[src/rtl/if_fetch_stage_pkg.sv]
// Shared fetch-stage types: PC select encodings, NOP encoding and the
// packed records carried by the fetch FIFO and the in-flight tag queue.
package if_fetch_stage_pkg;

  typedef enum logic [1:0] {
    PC_SEL_SEQ    = 2'b00,
    PC_SEL_BRANCH = 2'b01,
    PC_SEL_JUMP   = 2'b10,
    PC_SEL_TRAP   = 2'b11
  } pc_sel_e;

  // addi x0, x0, 0
  localparam logic [31:0] NOP_INSTR = 32'h0000_0013;

  // Buffered fetch result waiting for the IF/ID register.
  typedef struct packed {
    logic [31:0] pc;
    logic [31:0] instr;
  } fetch_entry_t;

  // Bookkeeping for one issued request until its response returns.
  typedef struct packed {
    logic        epoch;
    logic [31:0] pc;
  } fetch_tag_t;

endpackage

[src/rtl/if_fetch_stage_if.sv]
// Instruction-memory request/response bus. The fetch stage is the master.
interface if_fetch_stage_if;
  logic        req;
  logic [31:0] addr;
  logic        gnt;
  logic        rvalid;
  logic [31:0] rdata;

  modport master (output req, output addr, input gnt, input rvalid, input rdata);
  modport slave  (input req, input addr, output gnt, output rvalid, output rdata);
endinterface

[src/rtl/if_fetch_stage_fifo.sv]
// Small synchronous FIFO with occupancy count. Clear wins over push/pop;
// a push while full is accepted when a pop happens in the same cycle.
module if_fetch_stage_fifo #(
  parameter int WIDTH = 64,
  parameter int DEPTH = 2,
  localparam int AW = (DEPTH > 1) ? $clog2(DEPTH) : 1,
  localparam int CW = AW + 1
) (
  input  logic             clk,
  input  logic             rst_n,
  input  logic             push_i,
  input  logic             pop_i,
  input  logic             clear_i,
  input  logic [WIDTH-1:0] wdata_i,
  output logic [WIDTH-1:0] rdata_o,
  output logic [CW-1:0]    count_o
);

  localparam logic [CW-1:0] FULL_CNT = CW'(DEPTH);

  logic [WIDTH-1:0] mem_q [DEPTH];
  logic [AW-1:0]    wptr_q, rptr_q;
  logic [CW-1:0]    cnt_q;
  logic             do_push, do_pop;

  assign do_pop  = pop_i && (cnt_q != '0);
  assign do_push = push_i && ((cnt_q != FULL_CNT) || do_pop);

  assign rdata_o = mem_q[rptr_q];
  assign count_o = cnt_q;

  // Storage array: written on accepted push, never reset.
  always_ff @(posedge clk) begin
    if (do_push && !clear_i) begin
      mem_q[wptr_q] <= wdata_i;
    end
  end

  // Pointers and occupancy; DEPTH is a power of two so pointers wrap naturally.
  always_ff @(posedge clk or negedge rst_n) begin
    if (!rst_n) begin
      wptr_q <= '0;
      rptr_q <= '0;
      cnt_q  <= '0;
    end else if (clear_i) begin
      wptr_q <= '0;
      rptr_q <= '0;
      cnt_q  <= '0;
    end else begin
      if (do_push) wptr_q <= wptr_q + AW'(1);
      if (do_pop)  rptr_q <= rptr_q + AW'(1);
      cnt_q <= cnt_q + CW'(do_push) - CW'(do_pop);
    end
  end

endmodule

[src/rtl/if_fetch_stage.sv]
// RV32 instruction-fetch stage: PC register, credit-limited in-order imem
// requests, epoch-tagged response buffering and the IF/ID register.
module if_fetch_stage
  import if_fetch_stage_pkg::*;
#(
  parameter logic [31:0] RESET_PC   = 32'h0000_0000,
  parameter logic [31:0] TRAP_VEC   = 32'h0000_0100,
  parameter int          FIFO_DEPTH = 2
) (
  input  logic                    clk,
  input  logic                    rst_n,
  input  logic                    pc_stall_i,
  input  logic                    if_id_stall_i,
  input  logic                    if_id_flush_i,
  input  logic [1:0]              pc_sel_i,
  input  logic [31:0]             branch_target_i,
  input  logic [31:0]             jump_target_i,
  if_fetch_stage_if.master        imem,
  output logic                    if_id_valid_o,
  output logic [31:0]             if_id_pc_o,
  output logic [31:0]             if_id_pc4_o,
  output logic [31:0]             if_id_instr_o
);

  localparam int CW = $clog2(FIFO_DEPTH) + 1;
  localparam int UW = CW + 1;
  localparam logic [UW-1:0] CREDIT_MAX = UW'(FIFO_DEPTH);

  logic [31:0]  pc_q, pc_d;
  logic         epoch_q, epoch_d;
  logic [CW-1:0] inflight, fifo_cnt;
  logic [UW-1:0] credit_used;
  fetch_tag_t   tag_wdata, tag_head;
  fetch_entry_t fifo_wdata, fifo_head;
  logic         req, fire, rsp, rsp_keep, fifo_pop;

  logic         if_id_valid_q;
  logic [31:0]  if_id_pc_q, if_id_pc4_q, if_id_instr_q;

  // Old-epoch fetches still hold credit until their responses drain.
  assign credit_used = UW'(inflight) + UW'(fifo_cnt);
  assign req         = rst_n && !pc_stall_i && !if_id_flush_i && (credit_used < CREDIT_MAX);
  assign fire        = req && imem.gnt;
  // A response with nothing outstanding is stray and ignored.
  assign rsp         = imem.rvalid && (inflight != '0);
  assign rsp_keep    = rsp && (tag_head.epoch == epoch_q) && !if_id_flush_i;
  assign fifo_pop    = !if_id_flush_i && !if_id_stall_i && (fifo_cnt != '0);

  assign tag_wdata   = '{epoch: epoch_q, pc: pc_q};
  assign fifo_wdata  = '{pc: tag_head.pc, instr: imem.rdata};

  assign imem.req    = req;
  assign imem.addr   = pc_q;

  // Tag queue: one entry per accepted request, occupancy is the in-flight count.
  if_fetch_stage_fifo #(.WIDTH($bits(fetch_tag_t)), .DEPTH(FIFO_DEPTH)) u_tag_q (
    .clk     (clk),
    .rst_n   (rst_n),
    .push_i  (fire),
    .pop_i   (rsp),
    .clear_i (1'b0),
    .wdata_i (tag_wdata),
    .rdata_o (tag_head),
    .count_o (inflight)
  );

  // Fetch FIFO: current-epoch responses waiting for IF/ID; redirect clears it.
  if_fetch_stage_fifo #(.WIDTH($bits(fetch_entry_t)), .DEPTH(FIFO_DEPTH)) u_fetch_q (
    .clk     (clk),
    .rst_n   (rst_n),
    .push_i  (rsp_keep),
    .pop_i   (fifo_pop),
    .clear_i (if_id_flush_i),
    .wdata_i (fifo_wdata),
    .rdata_o (fifo_head),
    .count_o (fifo_cnt)
  );

  // Next PC/epoch: redirect beats sequential advance; PC moves only on accepted requests.
  always_comb begin
    pc_d    = pc_q;
    epoch_d = epoch_q;
    if (if_id_flush_i) begin
      epoch_d = ~epoch_q;
      unique case (pc_sel_e'(pc_sel_i))
        PC_SEL_SEQ:    pc_d = pc_q;
        PC_SEL_BRANCH: pc_d = branch_target_i;
        PC_SEL_JUMP:   pc_d = jump_target_i;
        PC_SEL_TRAP:   pc_d = TRAP_VEC;
      endcase
    end else if (fire) begin
      pc_d = pc_q + 32'd4;
    end
  end

  // PC and epoch registers.
  always_ff @(posedge clk or negedge rst_n) begin
    if (!rst_n) begin
      pc_q    <= RESET_PC;
      epoch_q <= 1'b0;
    end else begin
      pc_q    <= pc_d;
      epoch_q <= epoch_d;
    end
  end

  // IF/ID register: flush beats stall beats load from the fetch FIFO.
  always_ff @(posedge clk or negedge rst_n) begin
    if (!rst_n) begin
      if_id_valid_q <= 1'b0;
      if_id_pc_q    <= 32'h0;
      if_id_pc4_q   <= 32'h0;
      if_id_instr_q <= NOP_INSTR;
    end else if (if_id_flush_i) begin
      if_id_valid_q <= 1'b0;
      if_id_instr_q <= NOP_INSTR;
    end else if (!if_id_stall_i) begin
      if (fifo_cnt != '0) begin
        if_id_valid_q <= 1'b1;
        if_id_pc_q    <= fifo_head.pc;
        if_id_pc4_q   <= fifo_head.pc + 32'd4;
        if_id_instr_q <= fifo_head.instr;
      end else begin
        if_id_valid_q <= 1'b0;
        if_id_instr_q <= NOP_INSTR;
      end
    end
  end

  assign if_id_valid_o = if_id_valid_q;
  assign if_id_pc_o    = if_id_pc_q;
  assign if_id_pc4_o   = if_id_pc4_q;
  assign if_id_instr_o = if_id_instr_q;

endmodule

[src/flat_wrapper.sv]
// flat-port wrapper written by rule: the top's interface ports become plain ports
module if_fetch_stage_flat import if_fetch_stage_pkg::*;
#(
  parameter logic [31:0] RESET_PC   = 32'h0000_0000,
  parameter logic [31:0] TRAP_VEC   = 32'h0000_0100,
  parameter int          FIFO_DEPTH = 2
)
  (clk, rst_n, pc_stall_i, if_id_stall_i, if_id_flush_i, pc_sel_i, branch_target_i, jump_target_i, if_id_valid_o, if_id_pc_o, if_id_pc4_o, if_id_instr_o, imem_req, imem_addr, imem_gnt, imem_rvalid, imem_rdata);
  if_fetch_stage_if imem_i ();
  input  logic clk;
  input  logic rst_n;
  input  logic pc_stall_i;
  input  logic if_id_stall_i;
  input  logic if_id_flush_i;
  input  logic [1:0] pc_sel_i;
  input  logic [31:0] branch_target_i;
  input  logic [31:0] jump_target_i;
  output logic if_id_valid_o;
  output logic [31:0] if_id_pc_o;
  output logic [31:0] if_id_pc4_o;
  output logic [31:0] if_id_instr_o;
  output wire logic [$bits(imem_i.req)-1:0] imem_req;
  output wire logic [$bits(imem_i.addr)-1:0] imem_addr;
  input wire logic [$bits(imem_i.gnt)-1:0] imem_gnt;
  input wire logic [$bits(imem_i.rvalid)-1:0] imem_rvalid;
  input wire logic [$bits(imem_i.rdata)-1:0] imem_rdata;
  assign imem_req = imem_i.req;
  assign imem_addr = imem_i.addr;
  assign imem_i.gnt = imem_gnt;
  assign imem_i.rvalid = imem_rvalid;
  assign imem_i.rdata = imem_rdata;
  if_fetch_stage #(.RESET_PC(RESET_PC), .TRAP_VEC(TRAP_VEC), .FIFO_DEPTH(FIFO_DEPTH)) u_core (.clk(clk), .rst_n(rst_n), .pc_stall_i(pc_stall_i), .if_id_stall_i(if_id_stall_i), .if_id_flush_i(if_id_flush_i), .pc_sel_i(pc_sel_i), .branch_target_i(branch_target_i), .jump_target_i(jump_target_i), .imem(imem_i), .if_id_valid_o(if_id_valid_o), .if_id_pc_o(if_id_pc_o), .if_id_pc4_o(if_id_pc4_o), .if_id_instr_o(if_id_instr_o));
endmodule
[config.mk]
export PLATFORM = sky130hd
export DESIGN_NAME = if_fetch_stage_flat
export DESIGN_NICKNAME = d
export VERILOG_FILES = /design/src/rtl/if_fetch_stage_pkg.sv /design/src/rtl/if_fetch_stage_if.sv /design/src/rtl/if_fetch_stage_fifo.sv /design/src/rtl/if_fetch_stage.sv /design/src/flat_wrapper.sv
export SDC_FILE = /design/constraint.sdc
export NUM_CORES = 1
export LEC_CHECK = 0
export BUFFER_PORTS_ARGS = -buffer_cell sky130_fd_sc_hd__clkbuf_2
export CAP_MARGIN = 20
export CORE_ASPECT_RATIO = 1.25
export CORE_MARGIN = 2
export CORE_UTILIZATION = 56
export DETAILED_ROUTE_END_ITERATION = 8
export GPL_ROUTABILITY_DRIVEN = 0
export PLACE_DENSITY = 0.79
export SYNTH_ARGS = -nofsm -noshare
export SYNTH_HDL_FRONTEND = slang
export SYNTH_SLANG_ARGS = --single-unit
[constraint.sdc]
create_clock -name clk -period 5.05 [get_ports clk]
set_clock_uncertainty 0.15 [all_clocks]
set_input_delay 0.2525 -clock clk [delete_from_list [all_inputs] [get_ports clk]]
set_output_delay 0.2525 -clock clk [all_outputs]
set_load 0.01 [all_outputs]
==> results of run 1 <==
flip-flops by register name, summed over array words and instances (netlist names):
register / cells
u_core.if_id_instr_o: 32
u_core.epoch_q: 1
u_core.if_id_pc4_o: 32
u_core.u_fetch_q.rptr_q: 1
u_core.if_id_valid_o: 1
u_core.u_fetch_q.count_o: 2
u_core.u_fetch_q.mem_q: 128
u_core.u_tag_q.mem_q: 66
u_core.imem.addr: 32
u_core.u_tag_q.wptr_q: 1
u_core.if_id_pc_o: 30
u_core.u_tag_q.count_o: 2
u_core.u_fetch_q.wptr_q: 1
u_core.u_tag_q.rptr_q: 1
how the worst max path moves through the flow:
stage	startpoint	to	slack (ps)
after floorplan	u_core.u_tag_q.rptr_q	u_core.u_fetch_q.mem_q[0][0]	460
after global placement	u_core.u_fetch_q.count_o[0]	u_core.u_tag_q.count_o[1]	1660
after detailed placement	u_core.u_fetch_q.count_o[0]	u_core.u_tag_q.count_o[1]	1590
after CTS	u_core.u_fetch_q.count_o[0]	u_core.u_tag_q.count_o[1]	1560
after global routing	u_core.u_fetch_q.count_o[0]	u_core.u_tag_q.count_o[1]	1350
final	u_core.u_fetch_q.count_o[0]	u_core.u_tag_q.count_o[1]	1570
layout make-up:
class | count | area share, %
well taps | 330 | 2.39
inverters | 25 | 0.543
clock inverters | 22 | 1.26
clock buffers | 36 | 4.90
multi-input cells | 656 | 25.7
repair buffers | 323 | 11.8
flip-flops and latches | 330 | 53.4
cell usage after synthesis, drive strengths merged (6+ instances only):
cell type / number / area, um^2
dfrtp: 133 / 3330
nand2: 123 / 462
nor2: 39 / 146
o22ai: 8 / 50.1
mux2i: 70 / 701
nand3: 26 / 140
a21o: 16 / 120
a21oi: 36 / 180
xnor2: 14 / 123
a22oi: 8 / 60.1
o21ai: 96 / 480
edfxtp: 194 / 5830
nand4: 15 / 130
xor2: 8 / 70.1
mux2: 44 / 495
inv: 24 / 90.1
clkbuf: 30 / 113
nor4: 12 / 81.3
o31ai: 10 / 75.1
buf: 28 / 149
a221oi: 14 / 140
nor3: 18 / 101
a31oi: 6 / 37.5
a22o: 6 / 52.6
and2: 6 / 37.5
cell families after synthesis:
logic type / after synthesis / synth area share [%]
DFF: 330 / 66.0
and+or+nand+nor: 274 / 9.87
buffers and inverters: 83 / 2.54
adders and majority gates: 6 / 0.590
xor gates and xnor gates: 22 / 1.38
muxes: 114 / 8.54
AOI/OAI and AO/OA: 240 / 11.1
power by group through the flow:
stage                     Sequential, mW  Clock (mW)  Combinational, mW
after floorplan                     3.86           0               1.06
after global placement              3.83           0               1.73
after detailed placement            3.86           0               1.78
after CTS                           3.81        2.41               1.86
after global routing                3.87        2.53               2.04
final                               3.81        2.38               1.85
routing by layer:
metal / GRT usage (%) / up-vias
met5: 0 / -
met4: 8.43 / 0
met3: 3.43 / 80
met2: 42.0 / 403
met1: 31.7 / 4753
li1: - / 4590
worst max-delay path: stages (launching register included):
cell     delay (ps)
dfrtp_1         460
and2_1          200
fa_1            460
nor4_2          430
and3_1          460
o21ai_0         340
ha_1            380
inv_1            40
ha_1            180
xnor2_1         180
xnor2_1         140
what timing repair did:
action	4_1_cts	5_1_grt
buffers inserted	0	0
hold endpoints to repair	165	0
hold buffers	75	0
==> results.ini, run 1 <==
[clock_network]
ctsLongestPathBuffers=3
cts_resized=0
path_clk_slew_ps=70
htree_levels=1
insertion_delay_ps=550
cts.sinks=330
cts_tree=yes
cts_buffers=31
cts_root_buffer=clkbuf_16

[setup_path]
rr_worst_depth=10
reg2reg_slack_ps=1570
start_kind=register
worstReg2RegEnd=u_core.u_tag_q.count_o[1]
crit_fanout=11
reg2reg_from=u_core.u_fetch_q.count_o[0]
crit_path_end_kind=register
worstPathRequired_ps=5370
setup.worst_path.class=reg2reg
worst_ep_arrival_time_ps=3800

[power]
internal-power_mw=5.59
switchingPower_mw=2.45
power_leakage_nw=6.97
p_sw_share_pct=30.5
peakVddDrop_uv=325
comb_power_share_pct=23.0
seqPwrFrac_pct=47.4
power.total_mw=8.04
power_density_nw_per_um2=465
clkPwrFrac_pct=29.6

[routing]
num_vias=9826
ant_nets=0
drc_errors=0
met2_length_mm=16.2
dr_wl_met3_mm=1.87
wirelength_mm=32.2
wl_per_cell_um=18.7
firstDrtPassIters=5
wl_met1_mm=13.1
top_layer=met4
detail_route.vias_per_cell=5.71
drt-initial-drc-count=737

[synthesis]
synth.avg_cell_area_um2=13.1
synth_flop_cell=edfxtp_1
yosysWarningCount=0
async_flop_share_pct=41.2
syn_nets=1180
seq_area_frac_synth_pct=66.0
syn_area_um2=14000
synth_seq_cells=330
synth_cell_type_count=77
syn_inst=1069
synth_edf_count=194

[placement]
dp.cells=1589
io_buffers=234
dp_hpwl_mm=21.1
dp_slack_ps=1590
post_dp_cell_area_um2=15500

[floorplanning]
coreArea_um2=24500
die_w_um=145
dieArea_um2=26300
ios=235
die_h_um=181
rows=64
initial_core_util_pct=57.1

[worst_hold_path]
hold_end=u_core.imem.addr[10]
worstHoldPathCells=4
hold_class=in2reg
hold_start=branch_target_i[10]

[sta]
period_share_pct=68.9
worst_pin_slew_ps=961
fmax_mhz=287
final.min_clock_period_ps=3480
final.setup.tns_ps=0
finalSetupViolCount=0
hold_slack_ps=32.3
maxSlewViolCount=0
rsz0062_at_grt=no
setup_ws_ps=1570
slew_headroom_pct=35.7
finalHoldViolations=0

[global_routing]
grt_max_degree=84
gr-total-overflow=0
grt_antenna_before_repair=0
grt_usage_pct=24.3
first_global_vias=9921
grt_pass1_wl_mm=51.7

[cells_and_area]
seqCellArea_um2=9240
area.growth.synth_to_final_pct=23.5
diodes=0
final_cell_area_um2=17300
nets=1478
final_common_cell=clkbuf_2
multi_input_area_um2=4450
final_cell_mix=233 x clkbuf_2, 194 x edfxtp_1, 132 x dfrtp_1
final_util_pct=70.6
fill_cells=1634
drive_gt1_share_pct=27.0
final_cells=1722

[run]
drv_cap=0

[outcome]
status=complete, no violations

Note: power is estimated with default switching activity, not from simulation.
==> run 2: changes to the inputs <==
==> constraint.sdc (replaced) <==
create_clock -name clk -period 3.5 [get_ports clk]
set_clock_uncertainty 0.15 [all_clocks]
set_input_delay 0.175 -clock clk [delete_from_list [all_inputs] [get_ports clk]]
set_output_delay 0.175 -clock clk [all_outputs]
set_load 0.01 [all_outputs]
==> run 2 against run 1 <==
  * Wire length grew 4.4%
  * Global-route usage up 1.0 points
  * Critical path type unchanged
  * Worst hold slack worse by 6.1 ps
  * Sequential power is 43% higher
  * Critical path depth shrank 3
  * Die area did not move
  * Cell count up 1.9%
  * Register-to-register slack lost 1300 ps
==> results.ini, run 2 (synthesis results as in run 1) <==
[setup_path]
worst_ep_arrival_time_ps=3550
crit_fanout=23
setup.worst_path.class=reg2reg
crit_path_end_kind=register
worstPathRequired_ps=3810
start_kind=register

[cells_and_area]
nets=1511
diodes=0
final_common_cell=clkbuf_2
drive_gt1_share_pct=26.2
final_util_pct=71.6
top_register=u_core.u_fetch_q.mem_q
largest_reg_flops=128
final_cells=1754
final_cell_mix=233 x clkbuf_2, 194 x edfxtp_1, 132 x dfrtp_1
area.growth.synth_to_final_pct=25.3
final_cell_area_um2=17500
reg_top3=u_core.u_fetch_q.mem_q x128, u_core.u_tag_q.mem_q x66

[placement]
dp_slack_ps=367
io_buffers=234
post_dp_cell_area_um2=15600
dp_hpwl_mm=21.0
dp.cells=1598

[routing]
num_vias=10101
wl_per_cell_um=19.2
firstDrtPassIters=5
detail_route.vias_per_cell=5.76
drt-initial-drc-count=666
ant_nets=0
drc_errors=0
wirelength_mm=33.6

[outcome]
status=complete, no violations

[sta]
period_share_pct=92.6
fmax_mhz=308
worst_pin_slew_ps=882
slew_headroom_pct=41.2
final.min_clock_period_ps=3240
maxSlewViolCount=0
final.setup.tns_ps=0
rsz0062_at_grt=no
finalSetupViolCount=0
setup_ws_ps=258
hold_slack_ps=26.2
finalHoldViolations=0

[floorplanning]
die_w_um=145
coreArea_um2=24500
rows=64
ios=235
initial_core_util_pct=57.1
dieArea_um2=26300
die_h_um=181

[clock_network]
path_clk_slew_ps=60
insertion_delay_ps=550
cts_tree=yes
htree_levels=1
ctsLongestPathBuffers=3
cts.sinks=330
cts_root_buffer=clkbuf_16
cts_buffers=31

[global_routing]
gr-total-overflow=0
grt_usage_pct=25.3
grt_max_degree=68
grt_antenna_before_repair=0
grt_pass1_wl_mm=53.4
first_global_vias=10028

[power]
power_leakage_nw=7.09
power_density_nw_per_um2=652
peakVddDrop_uv=460
power.total_mw=11.4

[worst_hold_path]
hold_class=in2reg

[run]
drv_cap=0

[run 2: changes by cell type in the layout (fill, tap and decap cells not counted), sizes merged]
cell	before	now
buf	15	25
inv	27	25
clkinvlp	5	1
clkinv	12	7
clkbuf	269	281
bufinv	3	1
dlygate4sd3	75	98
[run 2: routing by layer]
layer / vias to the layer above / global-route usage [%] / wire length (um)
met5: - / 0 / 0
met4: 0 / 9.29 / 1180
met3: 101 / 3.86 / 2150
met2: 473 / 44.2 / 17100
met1: 4866 / 32.3 / 13200
li1: 4661 / - / -
[run 2: area by class of cell]
| class | count | area, um^2 |
|---|---|---|
| clock buffer | 48 | 900 |
| clock inverter | 9 | 71.3 |
| fill | 1598 | 6960 |
| inverter | 25 | 93.8 |
| multi-input combinational | 656 | 4450 |
| sequential | 330 | 9240 |
| tap | 330 | 413 |
| timing repair buffer | 356 | 2380 |
[run 2: worst max-delay path, stage by stage (launching register included)]
cell	delay (ps)
dfrtp_1	460
and2_1	200
fa_1	470
nor4_2	420
a31o_2	550
o22ai_1	140
dlygate4sd3_1	590
a21oi_1	170
[run 2: worst paths after layout]
| path | start | to | slack (ps) | cells after the start |
|---|---|---|---|---|
| worst max-delay path | u_core.u_fetch_q.count_o[0] | u_core.imem.addr[27] | 260 | 7 |
| worst min-delay path | branch_target_i[21] | u_core.imem.addr[21] | 30 | 4 |
| worst max register to register | u_core.u_fetch_q.count_o[0] | u_core.imem.addr[27] | 260 | 7 |
| worst min register to register | u_core.if_id_valid_o | u_core.if_id_valid_o | 320 | 2 |
| max in group asynchronous | rst_n | u_core.if_id_instr_o[27] | 1740 | 4 |
| min in group asynchronous | rst_n | u_core.if_id_instr_o[4] | 50 | 2 |
[run 2: timing repair]
action / in CTS / in global routing
buffers inserted: 0 / 0
hold buffers: 99 / 0
endpoints found under the hold margin: 173 / 0
gates resized for setup: 0 / 0
[run 2: power breakdown]
| part | internal (mW) | total (mW) | leakage [nW] | switching (mW) |
|---|---|---|---|---|
| registers | 4.92 | 5.45 | 3.49 | 0.531 |
| logic | 1.21 | 2.78 | 3.13 | 1.57 |
| clock network | 1.83 | 3.21 | 0.471 | 1.37 |
==> run 3: changes to the inputs <==
--- a/config.mk
+++ b/config.mk
@@ -10,6 +10,7 @@
 export CORE_ASPECT_RATIO = 1.25
 export CORE_MARGIN = 2
 export CORE_UTILIZATION = 56
+export CTS_BUF_LIST = sky130_fd_sc_hd__clkbuf_8 sky130_fd_sc_hd__clkbuf_16
 export DETAILED_ROUTE_END_ITERATION = 8
 export GPL_ROUTABILITY_DRIVEN = 0
 export PLACE_DENSITY = 0.79
==> run 3 against run 2 <==
  * Sequential power about the same
  * Wire length about the same
  * Count of clock-buffer cells in the layout shrank 11
  * Combinational power is essentially flat
  * Register-to-register slack hardly changed
  * Maximum frequency is 0.20% higher
  * Critical path depth did not move
  * Largest power group unchanged
  * Highest routed layer unchanged
==> results.ini, run 3 (synthesis results as in run 1) <==
[global_routing]
grt_max_degree=68
first_global_vias=10030
grt_pass1_wl_mm=53.4
grt_antenna_before_repair=0
gr-total-overflow=0
grt_usage_pct=25.3

[placement]
io_buffers=234
dp_hpwl_mm=21.0
post_dp_cell_area_um2=15600

[clock_network]
ctsLongestPathBuffers=3
cts_root_buffer=clkbuf_16
cts_resized=0
cts_setup_buffers=0
path_clk_slew_ps=60
cts_tree=yes
insertion_delay_ps=550
cts_buffers=31
cts.sinks=330
htree_levels=1

[routing]
wirelength_mm=33.6
num_vias=10096
top_layer=met4
wl_met1_mm=13.2
met2_length_mm=17.1
drc_errors=0
detail_route.vias_per_cell=5.76
ant_nets=0
dr_wl_met3_mm=2.16
drt-initial-drc-count=675
firstDrtPassIters=5
wl_per_cell_um=19.2

[sta]
fmax_mhz=309
finalHoldViolations=0
maxSlewViolCount=0
worst_pin_slew_ps=881
finalSetupViolCount=0
slew_headroom_pct=41.3
rsz0062_at_grt=no
period_share_pct=92.4
final.min_clock_period_ps=3240

[setup_path]
crit_path_end_kind=register
worstPathRequired_ps=3810
crit_chain=and2_1 > fa_1 > nor4_2 > a31o_2 > o22ai_1 > dlygate4sd3_1 > a21oi_1
crit_buf_inv=1
cpLargestDelayFamily=compound AO/OA/AOI/OAI gates
start_kind=register
setup.worst_path.class=reg2reg
slowest_stage=dlygate4sd3_1
crit_fanout=23
worst_ep_arrival_time_ps=3540
max_stage_delay_ps=590

[cells_and_area]
area.growth.synth_to_final_pct=25.3
reg_top3=u_core.u_fetch_q.mem_q x128, u_core.u_tag_q.mem_q x66
diodes=0
final_util_pct=71.6
final_cell_mix=233 x clkbuf_2, 194 x edfxtp_1, 132 x dfrtp_1
largest_reg_flops=128
fill_cells=1598
seqCellArea_um2=9240
multi_input_area_um2=4450
drive_gt1_share_pct=26.2
nets=1511
final_cell_area_um2=17500
top_register=u_core.u_fetch_q.mem_q
final_common_cell=clkbuf_2

[floorplanning]
coreArea_um2=24500
dieArea_um2=26300
die_w_um=145
rows=64
ios=235
initial_core_util_pct=57.1
die_h_um=181

[worst_hold_path]
hold_class=in2reg

[run]
drv_cap=0

[power]
power_density_nw_per_um2=650
power_leakage_nw=7.13
peakVddDrop_uv=459

[outcome]
status=complete, no violations

[run 3: cell count changes in the layout (fill, tap and decap cells not counted)]
cell      delta
inv_1       +11
clkbuf_1    -11
[run 3: layout make-up]
type                       count  share of cell area [%]
inverter                      25                   0.535
tap                          330                    2.35
sequential                   330                    52.7
multi-input combinational    656                    25.4
timing repair buffer         356                    13.5
clock buffer                  37                    4.89
clock inverter                20                   0.642
[run 3: where the power goes]
group	leakage [nW]	switching (mW)	internal [mW]
clock network	0.517	1.37	1.80
logic	3.13	1.57	1.21
registers	3.49	0.531	4.92
total	7.13	3.47	7.93
[run 3: final timing paths]
kind	startpoint	endpoint	slack [ps]	depth (start not counted)
worst min-delay path	branch_target_i[21]	u_core.imem.addr[21]	30	4
worst max register to register	u_core.u_fetch_q.count_o[0]	u_core.imem.addr[27]	260	7
worst max-delay path	u_core.u_fetch_q.count_o[0]	u_core.imem.addr[27]	260	7
min in group asynchronous	rst_n	u_core.if_id_instr_o[4]	50	2
max in group asynchronous	rst_n	u_core.if_id_instr_o[27]	1730	4
worst min register to register	u_core.if_id_valid_o	u_core.if_id_valid_o	320	2
[run 3: timing repair]
item	in CTS	in global routing
setup endpoints to repair	0	0
endpoints found under the hold margin	173	0
hold buffers	99	0
[run 3: per-stage QoR]
step | instances | total power, mW | hold slack, ps | setup slack [ps] | TNS, ps
floorplan | 1069 | 7.09 | -271 | -83.1 | -14890
global placement | 1598 | 8.05 | -27.2 | 440 | 0
detailed placement | 1598 | 8.16 | -32.5 | 367 | 0
CTS | 1754 | 11.4 | 1.19 | 342 | 0
global route | 1754 | 12.0 | 33.4 | 108 | 0
finish | 1754 | 11.4 | 26.5 | 265 | 0
[run 3: routing by layer]
layer	up-vias	GRT usage, %
met3	99	3.86
li1	4658	-
met1	4855	32.3
met2	484	44.2
met5	-	0
met4	0	9.29
[run 3: worst register-to-register path, stage by stage, from the launching register on]
cell	delay (ps)
dfrtp_1	460
and2_1	200
fa_1	470
nor4_2	420
a31o_2	550
o22ai_1	140
dlygate4sd3_1	590
a21oi_1	170
